$ cat src/rtl/func_result_buf.sv
// Result buffer and scoreboard for the pipelined convert operators: tracks in-flight
// operations through a delay line and holds each result until its last pending write lands.
module func_result_buf #(
  parameter int ADDRS_WIDTH = 4,
  parameter int DATA_WIDTH  = 274,
  parameter int LATENCY     = 17,
  parameter int PEND_WIDTH  = 2
) (
  input  logic                   CLK,
  input  logic                   RESET,
  input  logic                   wren,
  input  logic [ADDRS_WIDTH-1:0] wraddrs,
  input  logic [DATA_WIDTH-1:0]  resdata,
  input  logic                   rden,
  input  logic [ADDRS_WIDTH-1:0] rdaddrs,
  output logic [DATA_WIDTH-1:0]  rddata,
  output logic                   ready,
  output logic                   wr_full,
  output logic                   overflow
);

  localparam int DEPTH = 1 << ADDRS_WIDTH;
  localparam logic [PEND_WIDTH-1:0] PMAX = '1;

  logic [LATENCY-1:0]     dl_v_q;
  logic [ADDRS_WIDTH-1:0] dl_a_q [LATENCY];
  logic [PEND_WIDTH-1:0]  pend_q [DEPTH];
  logic [PEND_WIDTH-1:0]  pend_d [DEPTH];
  logic [DATA_WIDTH-1:0]  mem_q  [DEPTH];
  logic [DATA_WIDTH-1:0]  rddata_q, rddata_d;
  logic                   ready_q, ready_d;
  logic                   overflow_q;
  logic                   accept, rv;
  logic [ADDRS_WIDTH-1:0] ra;

  assign wr_full  = (pend_q[wraddrs] == PMAX);
  assign accept   = wren & ~wr_full;
  assign rv       = dl_v_q[LATENCY-1];
  assign ra       = dl_a_q[LATENCY-1];
  assign rddata   = rddata_q;
  assign ready    = ready_q;
  assign overflow = overflow_q;

  always_ff @(posedge CLK or negedge RESET) begin
    if (!RESET) begin
      dl_v_q <= '0;
      dl_a_q <= '{default: '0};
    end else begin
      dl_v_q[0] <= accept;
      dl_a_q[0] <= wraddrs;
      for (int k = 1; k < LATENCY; k++) begin
        dl_v_q[k] <= dl_v_q[k-1];
        dl_a_q[k] <= dl_a_q[k-1];
      end
    end
  end

  // Issue and retire to the same entry in one cycle cancel out.
  always_comb begin
    for (int i = 0; i < DEPTH; i++) begin
      pend_d[i] = pend_q[i];
      if (accept && (wraddrs == ADDRS_WIDTH'(i))) pend_d[i] = pend_d[i] + PEND_WIDTH'(1);
      if (rv && (ra == ADDRS_WIDTH'(i)))          pend_d[i] = pend_d[i] - PEND_WIDTH'(1);
    end
  end

  always_comb begin
    rddata_d = rddata_q;
    ready_d  = 1'b1;
    if (rden) begin
      rddata_d = (rv && (ra == rdaddrs)) ? resdata : mem_q[rdaddrs];
      ready_d  = (pend_d[rdaddrs] == '0);
    end
  end

  always_ff @(posedge CLK or negedge RESET) begin
    if (!RESET) begin
      pend_q     <= '{default: '0};
      rddata_q   <= '0;
      ready_q    <= 1'b1;
      overflow_q <= 1'b0;
    end else begin
      pend_q     <= pend_d;
      rddata_q   <= rddata_d;
      ready_q    <= ready_d;
      overflow_q <= overflow_q | (wren & wr_full);
    end
  end

  // Array contents survive reset; in-flight results die with their valid bits.
  always_ff @(posedge CLK) begin
    if (rv) mem_q[ra] <= resdata;
  end

  a_no_underflow: assert property (@(posedge CLK) disable iff (!RESET) rv |-> (pend_q[ra] != '0));

endmodule

$ cat config.mk
export PLATFORM = sky130hd
export DESIGN_NAME = func_result_buf
export DESIGN_NICKNAME = d
export VERILOG_FILES = /design/src/rtl/func_result_buf.sv
export SDC_FILE = /design/constraint.sdc
export NUM_CORES = 2
export LEC_CHECK = 0
export ABC_AREA = 1
export CORE_MARGIN = 8
export CORE_UTILIZATION = 30
export CTS_CLUSTER_SIZE = 28
export DETAILED_ROUTE_END_ITERATION = 6
export HOLD_SLACK_MARGIN = 0.02
export PLACE_DENSITY = 0.56
export SYNTH_ARGS = -nofsm -noshare
export SYNTH_HDL_FRONTEND = slang
export SYNTH_MEMORY_MAX_BITS = 65536
export SYNTH_SLANG_ARGS = --single-unit
$ cat constraint.sdc
create_clock -name CLK -period 30.9 [get_ports CLK]
set_input_delay 6.18 -clock CLK [delete_from_list [all_inputs] [get_ports CLK]]
set_output_delay 6.18 -clock CLK [all_outputs]
set_load 0.005 [all_outputs]
==> impl_metrics.yaml <==
run_status:
  outcome: "complete, no violations"
finish:
  drive_above_1_share: 0.0709
  area_growth_pct: 16.8
  final_util: 0.352
  layout.cells.non_filler: 22700
  nets: 14400
  final_cell_area_sq_mm: 0.216
place:
  portBuffers: 562
  place_congestion: 0.783
  hpwl_mm: 288
  dpl_cell_area_sq_mm: 0.199
  dp.cells: 21700
sta:
  maxSlewViolCount: 0
  setup_viol_count_final: 0
  whs_ns: 0.306
  worst_pin_slew_ns: 1.39
  hold_violations: 0
  clock_skew_ns: 0.0841
  slew_headroom: 0.0748
  timing.fmax_ghz: 0.0656
  setup_tns_ns: 0
  layout_min_cycle_time_ns: 15.25
  rsz0062_at_grt: "no"
  post-route-period-util: 0.494
detailed_routing:
  drt_wl_total_mm: 573
  routed_via_density: 5.28
  vias: 120000
  ant_nets: 0
  drc: 0
  first_pass_iters: 6
  post_drt_wl_per_cell_microns: 25.3
  first_iter_violations: 12600
clock_tree:
  htreeDepth: 6
  holdBufCountCts: 0
  cts_buffers: 526
  path_clk_slew_ns: 0.06
  cts_sinks: 4777
  worstSkewPairLatency_ns: 1.08
  clock_path_buffers: 4
  cts-root-buf: "clkbuf_16"
  cts_setup_buffers: 0
  cts_resized: 0
  cts_tree: "yes"
worst_hold_path:
  holdPathEnd: "dl_a_q[28]"
  min_from: "dl_a_q[32]"
  hp-class: "register to register"
  whs_path_depth: 0
pwr:
  pwr-share-seq: 0.503
  switchingPower_mw: 3.45
  vdd_drop_max_mv: 0.0703
  p_int_mw: 11.1
  leakage_nw: 69.3
  power_frac_comb: 0.069
  power_density_mw_per_mm2: 67.1
  sw_frac_of_total: 0.238
  p_clk_frac: 0.428
grt:
  grt_max_degree: 206
  grt-ovfl-total: 0
  grt_pass1_wl_mm: 827
  grt_pass1_vias: 115000
  grt_usage: 0.170
  antenna_found_initial: 98
synth:
  synth.top_cell.area_share: 0.711
  synth_area_sq_mm: 0.185
  synth_nets: 14100
  synth_area_leaders: "edfxtp_1 (71%), o21ai_0 (6.0%), dfrtp_1 (5.3%)"
  synth_cell_type_count: 40
  syn_area_per_cell_sq_um: 13.4
  seq_area_frac_synth: 0.764
  synth_ff_type: "edfxtp_1"
  synth-async-reset-ratio: 0.0823
  yosysWarnings: 0
  ys_ff_latch: 4777
  synth_edf_count: 4384
  synth_top_area_cell: "edfxtp_1"
  synthCells: 13800
floorplanning:
  fp.dieH_microns: 802
  start_util: 0.301
  rows: 288
  die-area_sq_mm: 0.642
  fp.dieW_microns: 802
  core_sq_mm: 0.615
  boundaryPins: 563
setup_path:
  worstRegToRegCells: 8
  rrSetupSlack_ns: 25.32
  cp_max_fo: 39
  worstSetupPathType: "input pin to output pin"
  r2r_end: "mem_q[6][2]"
  critPathArrivalTime_ns: 9.07
  crit_path_end_kind: "output pin"
  start_kind: "input pin"
  r2r_start: "ra[2]"
  critPathRequiredTime_ns: 24.72
job:
  maxCapViolations: 0
synth_stat cells (10+ instances only):
master    instances
clkbuf_1        813
nand4_1          32
dfrtp_1         392
o311ai_0         37
a211o_1          35
o221ai_1        257
o21ai_0        2232
o211ai_1        141
inv_1            67
a21oi_1         808
o31ai_1          22
o22ai_1         770
nand2_1         817
nand3_2          10
edfxtp_1       4384
buf_2           174
nor3_1           43
nand3_1         134
a221oi_1        171
nor2_1         2381
buf_1            53
power by group through the flow:
stage                     registers [mW]  logic (mW)  clock network (mW)
final                               7.30        1.00                6.20
after floorplan                     7.44       0.497                   0
after global routing                7.31        1.10                6.57
after detailed placement            7.43        1.01                   0
after global placement              7.43        1.00                   0
after CTS                           7.30        1.01                6.33
routing by layer:
layer / part of all wire / GRT usage
met5: 0.00061 / 0
met4: 0.029 / 0.0492
met3: 0.071 / 0.0274
met2: 0.47 / 0.278
met1: 0.43 / 0.233
final cells by class:
cell class	count	area, sq um
Clock buffer	716	14300
Clock inverter	244	2820
Tap cell	8120	10200
Multi-Input combinational cell	7922	39200
Fill cell	59200	399000
Antenna cell	36	90.1
Inverter	74	330
Sequential cell	4777	141000
Timing Repair Buffer	813	7920
per-stage QoR:
step                power, mW  worst slack [ns]
finish                   14.5             15.65
global placement         8.43             15.51
global route             15.0             15.39
floorplan                7.94              9.41
detailed placement       8.44             15.67
CTS                      14.6             15.64
critical path, cell delays in order:
cell and delay (ns):
clkdlybuf4s50_1 0.87, inv_8 0.34, nand2_1 0.09, nand2_1 0.07, nand2_1 0.06, nand2_1 0.09, nand2_1 0.06, nand2_1 0.07
clkinv_1 0.08, nand2_2 0.09, nand2_4 0.28, inv_1 0.19, clkdlybuf4s50_1 0.56
layout by cell type, fill, tap and decap left out, types with 7 or more instances in the layout:
| master | count |
|---|---|
| inv_8 | 9 |
| o31ai_1 | 22 |
| a21oi_1 | 808 |
| diode_2 | 36 |
| clkdlybuf4s50_1 | 555 |
| a211o_1 | 35 |
| clkinv_8 | 13 |
| nand4_1 | 32 |
| a221oi_1 | 171 |
| clkbuf_16 | 530 |
| clkinv_1 | 81 |
| inv_16 | 13 |
| clkbuf_1 | 153 |
| nor3_1 | 35 |
| bufinv_16 | 27 |
| buf_4 | 221 |
| o311ai_0 | 37 |
| buf_12 | 30 |
| and2_1 | 8 |
| nand3_2 | 10 |
| nor2_1 | 2373 |
| inv_1 | 64 |
| nor2_4 | 8 |
| inv_6 | 7 |
| o22ai_1 | 770 |
| nand2_1 | 817 |
| clkinv_2 | 68 |
| nand3b_1 | 8 |
| nand3_1 | 134 |
| clkinv_16 | 24 |
| nor3_2 | 8 |
| clkbuf_8 | 33 |
| edfxtp_1 | 4384 |
| dfrtp_1 | 392 |
| o221ai_1 | 257 |
| o211ai_1 | 141 |
| o21ai_0 | 2232 |
registers in the layout, summed over array words and instances (netlist names):
register and count:
ready 1, overflow 1, ra 4, dl_a_q 64, dl_v_q 17, rddata 274
mem_q 4384, pend_q 32
worst max-delay path by stage:
stage	from	to	slack, ns	depth (start not counted)
2_1_floorplan	ra[2]	ready	9.41	12
3_3_place_gp	wraddrs[0]	wr_full	15.51	13
3_5_place_dp	wraddrs[0]	wr_full	15.67	13
4_1_cts	wraddrs[0]	wr_full	15.64	13
5_1_grt	wraddrs[0]	wr_full	15.39	13
6_report	wraddrs[0]	wr_full	15.65	13
kinds of logic (layout without fill, tap and decap cells):
family	Yosys count	in the layout	synth area share
and+or+nand+nor	3444	3444	0.0725
xor gates and xnor gates	1	1	0.0000473
other	0	36	0
buffers and inverters	1125	1847	0.0245
AOI/OAI and AO/OA	4477	4477	0.139
DFF	4777	4777	0.764
Power figures use the tool's default switching activity.
